## src/rtl/car_lanes_collision_if.sv

```systemverilog
// Handshake bundle between the frog movement block, the car/collision block and the renderer.
// master drives the frog-side inputs; slave is the car/collision block.
interface car_lanes_collision_if #(
  parameter int NUM_LANES = 4
);
  logic                   i_Game_Active;
  logic [9:0]             i_Frog_X;
  logic [9:0]             i_Frog_Y;
  logic                   i_Level_Up;
  logic                   o_Has_Collided;
  logic [10*NUM_LANES-1:0] o_Car_X;
  logic [2:0]             o_Level;
  logic [1:0]             o_Lives;
  logic                   o_Game_Over;

  modport master (
    output i_Game_Active, i_Frog_X, i_Frog_Y, i_Level_Up,
    input  o_Has_Collided, o_Car_X, o_Level, o_Lives, o_Game_Over
  );

  modport slave (
    input  i_Game_Active, i_Frog_X, i_Frog_Y, i_Level_Up,
    output o_Has_Collided, o_Car_X, o_Level, o_Lives, o_Game_Over
  );
endinterface

```

## src/rtl/car_lanes_collision.sv

```systemverilog
// Car traffic generator with frog/car overlap detection, level, lives and game-over tracking.
//   state     | meaning
//   IDLE      | no game running, waiting for i_Game_Active
//   RUN       | cars moving, overlap detection active
//   HIT       | single-cycle collision pulse, lives decrement
//   COOLDOWN  | cars moving, waiting for frog respawn at base position
//   GAME_OVER | lives exhausted, cars frozen until game deactivates
module car_lanes_collision #(
  parameter int NUM_LANES         = 4,
  parameter int TILE_SIZE         = 32,
  parameter int CAR_WIDTH         = 64,
  parameter int H_VISIBLE_AREA    = 640,
  parameter int LANE_Y_BASE       = 96,
  parameter int c_X_BASE_POSITION = 320,
  parameter int c_Y_BASE_POSITION = 384,
  parameter int MOVE_PERIOD       = 1562500,
  parameter int MAX_LEVEL         = 7,
  parameter int LIVES_INI         = 3
) (
  input logic             i_Clk,
  input logic             i_Reset,
  car_lanes_collision_if.slave bus
);
  localparam int CNT_W = (MOVE_PERIOD > 1) ? $clog2(MOVE_PERIOD) : 1;

  typedef enum logic [2:0] {IDLE, RUN, HIT, COOLDOWN, GAME_OVER} state_t;

  state_t           state;
  logic [CNT_W-1:0] tick_cnt;
  logic [9:0]       car_x     [NUM_LANES];
  logic [9:0]       car_x_nxt [NUM_LANES];
  logic [2:0]       level;
  logic [1:0]       lives;
  logic             has_collided;
  logic             game_over;
  logic             tick;
  logic             overlap;
  logic             at_base;
  logic [10:0]      step;

  always_comb begin
    logic [10:0] nx;
    logic [10:0] cx;
    nx      = '0;
    cx      = '0;
    step    = 11'd1 + {8'd0, level};
    tick    = (tick_cnt == CNT_W'(MOVE_PERIOD - 1));
    at_base = (bus.i_Frog_X == 10'(c_X_BASE_POSITION)) &&
              (bus.i_Frog_Y == 10'(c_Y_BASE_POSITION));
    overlap = 1'b0;
    for (int k = 0; k < NUM_LANES; k++) begin
      cx = {1'b0, car_x[k]};
      // even lanes travel right, odd lanes travel left, both wrap at the screen edge
      if (k % 2 == 0) begin
        nx = cx + step;
        if (nx >= 11'(H_VISIBLE_AREA)) nx = nx - 11'(H_VISIBLE_AREA);
      end else if (cx < step) begin
        nx = cx + 11'(H_VISIBLE_AREA) - step;
      end else begin
        nx = cx - step;
      end
      car_x_nxt[k] = nx[9:0];
      if (({1'b0, bus.i_Frog_Y} == 11'(LANE_Y_BASE + k * 2 * TILE_SIZE)) &&
          ({1'b0, bus.i_Frog_X} < cx + 11'(CAR_WIDTH)) &&
          (cx < {1'b0, bus.i_Frog_X} + 11'(TILE_SIZE)))
        overlap = 1'b1;
    end
  end

  always_ff @(posedge i_Clk) begin
    if (i_Reset) begin
      state        <= IDLE;
      has_collided <= 1'b0;
      level        <= '0;
      lives        <= 2'(LIVES_INI);
      game_over    <= 1'b0;
      tick_cnt     <= '0;
      for (int k = 0; k < NUM_LANES; k++) car_x[k] <= 10'((k * 160) % H_VISIBLE_AREA);
    end else if (state != IDLE && !bus.i_Game_Active) begin
      state        <= IDLE;
      has_collided <= 1'b0;
      game_over    <= 1'b0;
    end else begin
      case (state)
        IDLE: begin
          if (bus.i_Game_Active) begin
            state    <= RUN;
            level    <= '0;
            lives    <= 2'(LIVES_INI);
            tick_cnt <= '0;
            for (int k = 0; k < NUM_LANES; k++) car_x[k] <= 10'((k * 160) % H_VISIBLE_AREA);
          end
        end
        RUN, COOLDOWN: begin
          tick_cnt <= tick ? '0 : tick_cnt + 1'b1;
          if (tick) for (int k = 0; k < NUM_LANES; k++) car_x[k] <= car_x_nxt[k];
          if (bus.i_Level_Up && (level < 3'(MAX_LEVEL))) level <= level + 1'b1;
          if (state == RUN && overlap) begin
            state        <= HIT;
            has_collided <= 1'b1;
          end else if (state == COOLDOWN && at_base) begin
            state <= RUN;
          end
        end
        HIT: begin
          has_collided <= 1'b0;
          lives        <= lives - 1'b1;
          if (lives == 2'd1) begin
            state     <= GAME_OVER;
            game_over <= 1'b1;
          end else begin
            state <= COOLDOWN;
          end
        end
        GAME_OVER: ;
        default: state <= IDLE;
      endcase
    end
  end

  for (genvar g = 0; g < NUM_LANES; g++) begin : g_car_out
    assign bus.o_Car_X[10*g +: 10] = car_x[g];
  end

  assign bus.o_Has_Collided = has_collided;
  assign bus.o_Level        = level;
  assign bus.o_Lives        = lives;
  assign bus.o_Game_Over    = game_over;
endmodule

```

## src/flat_wrapper.sv

```systemverilog
// flat-port wrapper written by rule: the top's interface ports become plain ports
module car_lanes_collision_flat 
#(
  parameter int NUM_LANES         = 4,
  parameter int TILE_SIZE         = 32,
  parameter int CAR_WIDTH         = 64,
  parameter int H_VISIBLE_AREA    = 640,
  parameter int LANE_Y_BASE       = 96,
  parameter int c_X_BASE_POSITION = 320,
  parameter int c_Y_BASE_POSITION = 384,
  parameter int MOVE_PERIOD       = 1562500,
  parameter int MAX_LEVEL         = 7,
  parameter int LIVES_INI         = 3
)
  (i_Clk, i_Reset, bus_i_Game_Active, bus_i_Frog_X, bus_i_Frog_Y, bus_i_Level_Up, bus_o_Has_Collided, bus_o_Car_X, bus_o_Level, bus_o_Lives, bus_o_Game_Over);
  car_lanes_collision_if #(.NUM_LANES(NUM_LANES)) bus_i ();
  input logic i_Clk;
  input logic i_Reset;
  input wire logic [$bits(bus_i.i_Game_Active)-1:0] bus_i_Game_Active;
  input wire logic [$bits(bus_i.i_Frog_X)-1:0] bus_i_Frog_X;
  input wire logic [$bits(bus_i.i_Frog_Y)-1:0] bus_i_Frog_Y;
  input wire logic [$bits(bus_i.i_Level_Up)-1:0] bus_i_Level_Up;
  output wire logic [$bits(bus_i.o_Has_Collided)-1:0] bus_o_Has_Collided;
  output wire logic [$bits(bus_i.o_Car_X)-1:0] bus_o_Car_X;
  output wire logic [$bits(bus_i.o_Level)-1:0] bus_o_Level;
  output wire logic [$bits(bus_i.o_Lives)-1:0] bus_o_Lives;
  output wire logic [$bits(bus_i.o_Game_Over)-1:0] bus_o_Game_Over;
  assign bus_i.i_Game_Active = bus_i_Game_Active;
  assign bus_i.i_Frog_X = bus_i_Frog_X;
  assign bus_i.i_Frog_Y = bus_i_Frog_Y;
  assign bus_i.i_Level_Up = bus_i_Level_Up;
  assign bus_o_Has_Collided = bus_i.o_Has_Collided;
  assign bus_o_Car_X = bus_i.o_Car_X;
  assign bus_o_Level = bus_i.o_Level;
  assign bus_o_Lives = bus_i.o_Lives;
  assign bus_o_Game_Over = bus_i.o_Game_Over;
  car_lanes_collision #(.NUM_LANES(NUM_LANES), .TILE_SIZE(TILE_SIZE), .CAR_WIDTH(CAR_WIDTH), .H_VISIBLE_AREA(H_VISIBLE_AREA), .LANE_Y_BASE(LANE_Y_BASE), .c_X_BASE_POSITION(c_X_BASE_POSITION), .c_Y_BASE_POSITION(c_Y_BASE_POSITION), .MOVE_PERIOD(MOVE_PERIOD), .MAX_LEVEL(MAX_LEVEL), .LIVES_INI(LIVES_INI)) u_core (.i_Clk(i_Clk), .i_Reset(i_Reset), .bus(bus_i));
endmodule
```

## config.mk

```make
export PLATFORM = sky130hd
export DESIGN_NAME = car_lanes_collision_flat
export DESIGN_NICKNAME = d
export VERILOG_FILES = /design/src/rtl/car_lanes_collision_if.sv /design/src/rtl/car_lanes_collision.sv /design/src/flat_wrapper.sv
export SDC_FILE = /design/constraint.sdc
export NUM_CORES = 1
export LEC_CHECK = 0
export BUFFER_PORTS_ARGS = -buffer_cell sky130_fd_sc_hd__buf_4
export CORE_ASPECT_RATIO = 1.25
export CORE_MARGIN = 2
export CORE_UTILIZATION = 35
export DETAILED_ROUTE_END_ITERATION = 6
export HOLD_SLACK_MARGIN = 0.08
export SLEW_MARGIN = 5
export SYNTH_ARGS = -nofsm -noshare
export SYNTH_HDL_FRONTEND = slang
export SYNTH_SLANG_ARGS = --single-unit
```

## constraint.sdc

```tcl
create_clock -name i_Clk -period 7.3 [get_ports i_Clk]
set_input_delay 0.73 -clock i_Clk [delete_from_list [all_inputs] [get_ports i_Clk]]
set_output_delay 0.73 -clock i_Clk [all_outputs]
set_load 0.05 [all_outputs]
```

==> flow_metrics.py, run 1 <==
metrics = {
    "run_status": {
        "status": "completed",
    },
    "power": {
        "p_int_mw": 0.7954,
        "p_switching_mw": 0.3408,
        "p_per_area_nw_per_um2": 139.6,
        "swShare_pct": 30.00,
        "p_comb_share_pct": 20.5,
        "p_seq_share_pct": 38.6,
        "power.share.clock_pct": 40.8,
        "leakage_nw": 3.403,
        "totalPowerFinal_mw": 1.136,
        "irDropWorstVdd_v": 0.0001102,
    },
    "setup_path": {
        "reg2reg_depth": 10,
        "critical_path.top_delay_family": "simple AND/OR/NAND/NOR gates",
        "slowest_stage": "nor2_1",
        "crit_type": "flip-flop to flip-flop",
        "critPathArrivalTime_ns": 3.74,
        "path_buf_inv": 1,
        "ff2ff_setup_slack_ns": 3.65,
        "critPathMaxStageDelay_ns": 0.63,
        "path_cells": "ha_1 > xor2_1 > inv_1 > ha_1 > a31oi_1 > o2111ai_1 > nor2_1 > mux2i_1 > xnor2_1 > nor2_1",
        "critPathMaxFanout": 12,
        "rr_endpoint": "u_core.car_x[1][8]",
        "cp.required_ns": 7.39,
        "reg2reg_from": "u_core.bus.o_Level[0]",
        "cp-end-kind": "flip-flop",
        "start_kind": "flip-flop",
    },
    "floorplan": {
        "start_util_pct": 35.74,
        "io_pins": 71,
        "rows": 57,
        "core_area_um2": 19540,
        "dieArea_um2": 21110,
        "fp.dieW_um": 130.4,
        "dieHeight_um": 161.9,
    },
    "timing": {
        "rsz0062_at_grt": "false",
        "tightest_slew_ns": 0.7695,
        "tns_ns": 0,
        "timing.fmax_mhz": 274.1,
        "setup_viol": 0,
        "max-slew-margin-rel_pct": 48.51,
        "fin_crit_sh_pct": 49.98,
        "slew_viol_final": 0,
        "finalCriticalPeriod_ns": 3.649,
        "finalHoldViolCount": 0,
        "skew_ns": 0.01106,
    },
    "placed_design": {
        "place_inst": 1155,
        "portBuffers": 70,
        "place_congestion": 0.8938,
        "placed_area_um2": 7828,
        "hpwl_um": 15160,
    },
    "grt": {
        "grt_max_degree": 27,
        "grt_pass1_wl_um": 31240,
        "grt_pass1_vias": 6021,
        "grt.overflow.total": 0,
        "grt_usage_pct": 19.09,
        "antenna_found_initial": 0,
    },
    "finish": {
        "instances_no_fill": 1171,
        "fin_area_um2": 8138,
        "fillCellCount": 1994,
        "fin_util_pct": 41.64,
        "nNetsFinal": 1053,
        "layout-drive-gt1-share_pct": 11.15,
        "antenna_cells": 0,
        "area_growth_pct": 16.52,
    },
    "cts": {
        "holdBufCountCts": 0,
        "post_cts_buffers": 0,
        "cts_buffers": 9,
        "path_clk_slew_ns": 0.06,
        "insertion_delay_ns": 0.35,
        "clockBufferDepth": 2,
        "cts_tree": "built",
        "root_buffer": "clkbuf_16",
        "cts_resized": 0,
        "cts_sinks": 71,
        "h-tree-depth": 3,
    },
    "synth": {
        "ys_seq_area_share_pct": 24.65,
        "synth-edff-count": 30,
        "syn_nets": 984,
        "synth_area_um2": 6984,
        "synth-seq-cells": 71,
        "async_flop_share_pct": 0,
        "synthFlopType": "dfxtp_1",
        "avgSynthCellArea_um2": 8.394,
        "synthDistinctLibCells": 60,
        "synth_warnings": 0,
        "netlist_instances": 832,
    },
    "detailed_routing": {
        "viasPerCell": 5.348,
        "drtIter0Drc": 331,
        "route.detailed.drc": 0,
        "wl_met1_um": 8520,
        "ant_nets": 0,
        "wl_met2_um": 9633,
        "wl_per_cell_um": 16.75,
        "drt-total-wl_um": 19610,
        "firstDrtPassIters": 5,
        "wl_met3_um": 1061,
        "route.vias.total": 6263,
        "highest_layer": "met4",
    },
    "hold_path": {
        "worstHoldPathType": "flip-flop to flip-flop",
        "holdPathStages": 2,
        "worstHoldStart": "u_core.bus.o_Has_Collided",
        "holdPathEnd": "u_core.bus.o_Has_Collided",
    },
    "flow_run": {
        "maxCapViolCount": 0,
    },
}
metrics by stage:
stage                     setup WS (ns)  hold WS, ns
after global placement            3.679       0.4577
after global routing              3.340       0.4976
after detailed placement          3.624       0.4718
after CTS                         3.620       0.4799
final                             3.651       0.4776
after floorplan                   3.789       0.4706
cell usage after synthesis (5+ instances only):
| cell type | number | area, um^2 |
|---|---|---|
| a211oi_1 | 14 | 105.1 |
| a21o_1 | 7 | 52.55 |
| a21oi_1 | 57 | 285.3 |
| a31oi_1 | 10 | 62.56 |
| and2_1 | 10 | 62.56 |
| and3_1 | 12 | 75.07 |
| and4_1 | 6 | 52.55 |
| clkbuf_1 | 18 | 67.56 |
| dfxtp_1 | 41 | 820.8 |
| edfxtp_1 | 30 | 900.9 |
| fa_1 | 10 | 200.2 |
| ha_1 | 118 | 1476 |
| inv_1 | 73 | 274.0 |
| mux2i_1 | 7 | 70.07 |
| nand2_1 | 48 | 180.2 |
| nand2b_1 | 7 | 43.79 |
| nand3_1 | 45 | 225.2 |
| nand4_1 | 14 | 87.58 |
| nand4b_1 | 5 | 43.79 |
| nor2_1 | 79 | 296.5 |
| nor2b_1 | 8 | 50.05 |
| nor3_1 | 9 | 45.04 |
| nor4_1 | 11 | 68.82 |
| nor4b_1 | 5 | 43.79 |
| o2111ai_1 | 5 | 43.79 |
| o211ai_1 | 9 | 67.56 |
| o21ai_0 | 49 | 245.2 |
| or3_1 | 9 | 56.30 |
| or4_1 | 6 | 45.04 |
| xnor2_1 | 31 | 271.5 |
| xor2_1 | 28 | 245.2 |
routing by layer:
layer	global-route usage, %	vias up
met3	2.931	20
li1	-	3149
met2	33.20	146
met1	23.76	2948
met4	6.867	0
met5	0	-
worst register-to-register path, cell delays in order (launching register included):
cell and delay, ns:
dfxtp_1 0.42, ha_1 0.23, xor2_1 0.41, inv_1 0.22, ha_1 0.42, a31oi_1 0.37, o2111ai_1 0.22, nor2_1 0.63
mux2i_1 0.29, xnor2_1 0.13, nor2_1 0.05
kinds of logic after synthesis:
| logic type | Yosys count | share of synthesized area (%) |
|---|---|---|
| simple gates | 291 | 21.60 |
| fa+ha+maj | 128 | 24.01 |
| compound gates | 183 | 16.12 |
| mux | 9 | 1.326 |
| xor+xnor | 59 | 7.399 |
| buf+inv | 91 | 4.891 |
| flops | 71 | 24.65 |
state kept, by name (all words and copies together), names as in the netlist:
signal                     flops
u_core.tick_cnt               21
u_core.car_x                  40
u_core.bus.o_Lives             2
u_core.bus.o_Game_Over         1
u_core.state                   3
u_core.bus.o_Level             3
u_core.bus.o_Has_Collided      1
power groups by stage:
stage	sequential [mW]	clock [mW]	combinational, mW
finish	0.439	0.464	0.233
detailed placement	0.448	0	0.233
floorplan	0.465	0	0.138
CTS	0.439	0.478	0.234
global placement	0.448	0	0.232
global route	0.440	0.494	0.264
layout by cell type, fill, tap and decap left out, types with 5 or more instances in the layout:
cell type / Yosys / routed
nand3_1: 45 / 45
o21ai_0: 49 / 48
ha_1: 118 / 118
nor4_1: 11 / 11
edfxtp_1: 30 / 30
buf_4: 0 / 76
nor2_1: 79 / 79
a211oi_1: 14 / 14
or4_1: 6 / 6
xor2_1: 28 / 28
a21oi_1: 57 / 57
a21o_1: 7 / 7
o2111ai_1: 5 / 5
nor3_1: 9 / 8
xnor2_1: 31 / 31
and4_1: 6 / 6
nand2b_1: 7 / 7
dfxtp_1: 41 / 41
nand4b_1: 5 / 5
nand2_1: 48 / 48
and3_1: 12 / 12
mux2i_1: 7 / 7
or3_1: 9 / 9
nor2b_1: 8 / 8
nand4_1: 14 / 14
o211ai_1: 9 / 9
and2_1: 10 / 10
nor4b_1: 5 / 5
fa_1: 10 / 10
clkbuf_16: 0 / 9
inv_1: 73 / 73
a31oi_1: 10 / 10
how the worst max path moves through the flow:
stage,from,endpoint,cells after the start
after floorplan,u_core.bus.o_Level[0],u_core.car_x[0][8],9
after global placement,u_core.bus.o_Level[0],u_core.car_x[1][8],10
after detailed placement,u_core.bus.o_Level[0],u_core.car_x[1][8],10
after CTS,u_core.bus.o_Level[0],u_core.car_x[1][8],10
after global routing,u_core.bus.o_Level[0],u_core.car_x[1][8],10
final,u_core.bus.o_Level[0],u_core.car_x[1][8],10
layout make-up:
class / instances / area (um^2) / area share (%)
flip-flops and latches: 71 / 1722 / 21.16
clock inverters: 4 / 53.80 / 0.6611
clock buffers: 12 / 256.5 / 3.152
well taps: 265 / 331.6 / 4.074
inverters: 73 / 274.0 / 3.367
repair buffers: 76 / 570.5 / 7.011
multi-input cells: 670 / 4930 / 60.58
Note: power is estimated with default switching activity, not from simulation.
==> run 2: changes to the inputs <==
--- a/config.mk
+++ b/config.mk
@@ -5,6 +5,7 @@
 export SDC_FILE = /design/constraint.sdc
 export NUM_CORES = 1
 export LEC_CHECK = 0
+export ABC_AREA = 1
 export BUFFER_PORTS_ARGS = -buffer_cell sky130_fd_sc_hd__buf_4
 export CORE_ASPECT_RATIO = 1.25
 export CORE_MARGIN = 2
==> constraint.sdc (replaced) <==
create_clock -name i_Clk -period 3.55 [get_ports i_Clk]
set_input_delay 0.355 -clock i_Clk [delete_from_list [all_inputs] [get_ports i_Clk]]
set_output_delay 0.355 -clock i_Clk [all_outputs]
set_load 0.05 [all_outputs]
==> run 2 against run 1 <==
Compared with the run above:
- fmax is 13% higher
- non-clock buffer count is 4 higher
- clock power is 120% higher
- combinational power grew to 3.4 times the previous value
- synthesized cell count is 18% higher
- worst setup slack worse by 3.3 ns
- flip-flop and latch count stayed put
- sequential power is 110% higher
- first-iteration DRC count is 28% higher
- critical endpoint is now u_core.car_x[3][9]
- largest cell class unchanged
==> flow_metrics.py, run 2 <==
metrics = {
    "floorplan": {
        "start_util_pct": 35.53,
        "core_area_um2": 20100,
        "io_pins": 71,
        "dieHeight_um": 163.7,
        "dieArea_um2": 21570,
        "rows": 58,
        "fp.dieW_um": 131.8,
    },
    "grt": {
        "grt_max_degree": 26,
        "grt.overflow.total": 0,
        "grt_pass1_vias": 6360,
        "grt_usage_pct": 18.83,
        "grt_pass1_wl_um": 32090,
        "antenna_found_initial": 0,
    },
    "placed_design": {
        "hpwl_um": 15550,
        "portBuffers": 70,
        "placed_area_um2": 8043,
        "place_congestion": 0.8829,
    },
    "setup_path": {
        "crit_type": "flip-flop to flip-flop",
        "start_kind": "flip-flop",
        "cp.required_ns": 3.63,
        "critPathMaxFanout": 5,
        "critPathArrivalTime_ns": 3.30,
        "cp-end-kind": "flip-flop",
    },
    "finish": {
        "layout_commonest_cell": "nand2_1",
        "reg_top3": "u_core.car_x (40), u_core.tick_cnt (21)",
        "fin_util_pct": 41.68,
        "area_growth_pct": 17.33,
        "layout-drive-gt1-share_pct": 12.12,
        "nNetsFinal": 1220,
        "layout_common_cells": "nand2_1, inv_1, ha_1, nor2_1, a21oi_1",
        "antenna_cells": 0,
        "max_flop_register": "u_core.car_x",
        "fin_area_um2": 8379,
        "largest_reg_flops": 40,
    },
    "detailed_routing": {
        "ant_nets": 0,
        "wl_met2_um": 9491,
        "wl_per_cell_um": 14.79,
        "firstDrtPassIters": 5,
        "route.vias.total": 6662,
        "viasPerCell": 4.961,
        "route.detailed.drc": 0,
        "wl_met3_um": 1054,
        "highest_layer": "met4",
        "drtIter0Drc": 424,
        "wl_met1_um": 8865,
        "drt-total-wl_um": 19870,
    },
    "synth": {
        "synth_warnings": 0,
        "netlist_instances": 985,
        "synthFlopType": "dfxtp_1",
        "synth-seq-cells": 71,
        "async_flop_share_pct": 0,
        "synthDistinctLibCells": 48,
        "synthTopCellsByCount": "nand2_1, inv_1, ha_1",
        "yosysTopAreaCell": "ha_1",
        "yosysTopAreaCellShare_pct": 20.67,
        "syn_nets": 1137,
        "ys_top_cells_by_area": "ha_1, edfxtp_1, dfxtp_1, nand2_1, inv_1",
        "yosysMostFrequentCell": "nand2_1",
        "ys_seq_area_share_pct": 24.11,
        "synth-edff-count": 30,
        "avgSynthCellArea_um2": 7.251,
        "synth_area_um2": 7142,
    },
    "timing": {
        "hold-worst-slack_ns": 0.2307,
        "max-slew-margin-rel_pct": 51.61,
        "rsz0062_at_grt": "false",
        "setup_viol": 0,
        "fin_crit_sh_pct": 90.57,
        "skew_ns": 0.008643,
        "tightest_slew_ns": 0.7206,
        "timing.fmax_mhz": 311.0,
        "finalCriticalPeriod_ns": 3.215,
        "finalHoldViolCount": 0,
        "slew_viol_final": 0,
        "tns_ns": 0,
    },
    "cts": {
        "holdBufCountCts": 0,
        "h-tree-depth": 3,
        "clockBufferDepth": 2,
        "post_cts_buffers": 0,
        "insertion_delay_ns": 0.35,
        "path_clk_slew_ns": 0.06,
        "root_buffer": "clkbuf_16",
        "cts_buffers": 9,
        "cts_sinks": 71,
        "cts_tree": "built",
        "cts_resized": 0,
    },
    "power": {
        "p_per_area_nw_per_um2": 328.6,
        "totalPowerFinal_mw": 2.753,
        "irDropWorstVdd_v": 0.0002142,
        "leakage_nw": 4.033,
    },
    "run_status": {
        "status": "completed",
    },
    "flow_run": {
        "maxCapViolCount": 0,
    },
    "hold_path": {
        "worstHoldPathType": "input port to flip-flop",
    },
}
-- run 2: logic make-up (layout without fill, tap and decap cells) --
| family | count (synthesis) | count (layout) | share of synthesized area (%) |
|---|---|---|---|
| buf+inv | 158 | 246 | 8.444 |
| simple gates | 421 | 421 | 26.47 |
| xor+xnor | 34 | 34 | 4.170 |
| flops | 71 | 71 | 24.11 |
| compound gates | 173 | 173 | 13.33 |
| fa+ha+maj | 128 | 128 | 23.48 |
-- run 2: worst paths after layout --
path | start | end | slack, ns | cells after the start
worst max-delay path | u_core.bus.o_Level[0] | u_core.car_x[3][9] | 0.33 | 14
worst min-delay path | i_Reset | u_core.bus.o_Level[0] | 0.23 | 2
worst max register to register | u_core.bus.o_Level[0] | u_core.car_x[3][9] | 0.33 | 14
worst min register to register | u_core.bus.o_Game_Over | u_core.bus.o_Game_Over | 0.46 | 2
-- run 2: final cells by class --
type	instances	area [um^2]
clock buffer	11	275.3
clock inverter	5	58.81
fill	2104	11720
inverter	150	565.5
multi-input combinational	756	4820
sequential	71	1722
tap	270	337.8
timing repair buffer	80	600.6
-- run 2: per-stage QoR --
stage,cells,worst slack (ns)
2_1_floorplan,985,0.2361
3_3_place_gp,1327,0.3479
3_5_place_dp,1327,0.2720
4_1_cts,1343,0.2600
5_1_grt,1343,0.04288
6_report,1343,0.3347
-- run 2: layer usage --
| metal | GRT usage [%] | vias to the layer above |
|---|---|---|
| met4 | 5.830 | 0 |
| met1 | 23.01 | 3048 |
| met3 | 4.290 | 28 |
| met2 | 33.03 | 146 |
| li1 | - | 3440 |
| met5 | 0 | - |
-- run 2: worst max-delay path, cell delays in order (launching register included) --
cell      delay [ns]
dfxtp_1         0.38
ha_2            0.35
inv_1           0.26
ha_1            0.31
ha_1            0.24
fa_1            0.41
nand2_1         0.09
nand2_1         0.08
a21oi_1         0.15
o21bai_1        0.10
nand2_1         0.08
o21ai_0         0.09
or2_2           0.28
nand3_1         0.07
a21oi_1         0.07
-- run 2: power breakdown --
| part | leakage [nW] | internal (mW) | switching [mW] | total (mW) |
|---|---|---|---|---|
| Combinational | 3.23 | 0.281 | 0.513 | 0.794 |
| Sequential | 0.636 | 0.881 | 0.0426 | 0.924 |
| Clock | 0.167 | 0.633 | 0.403 | 1.04 |
| Total | 4.03 | 1.79 | 0.958 | 2.75 |
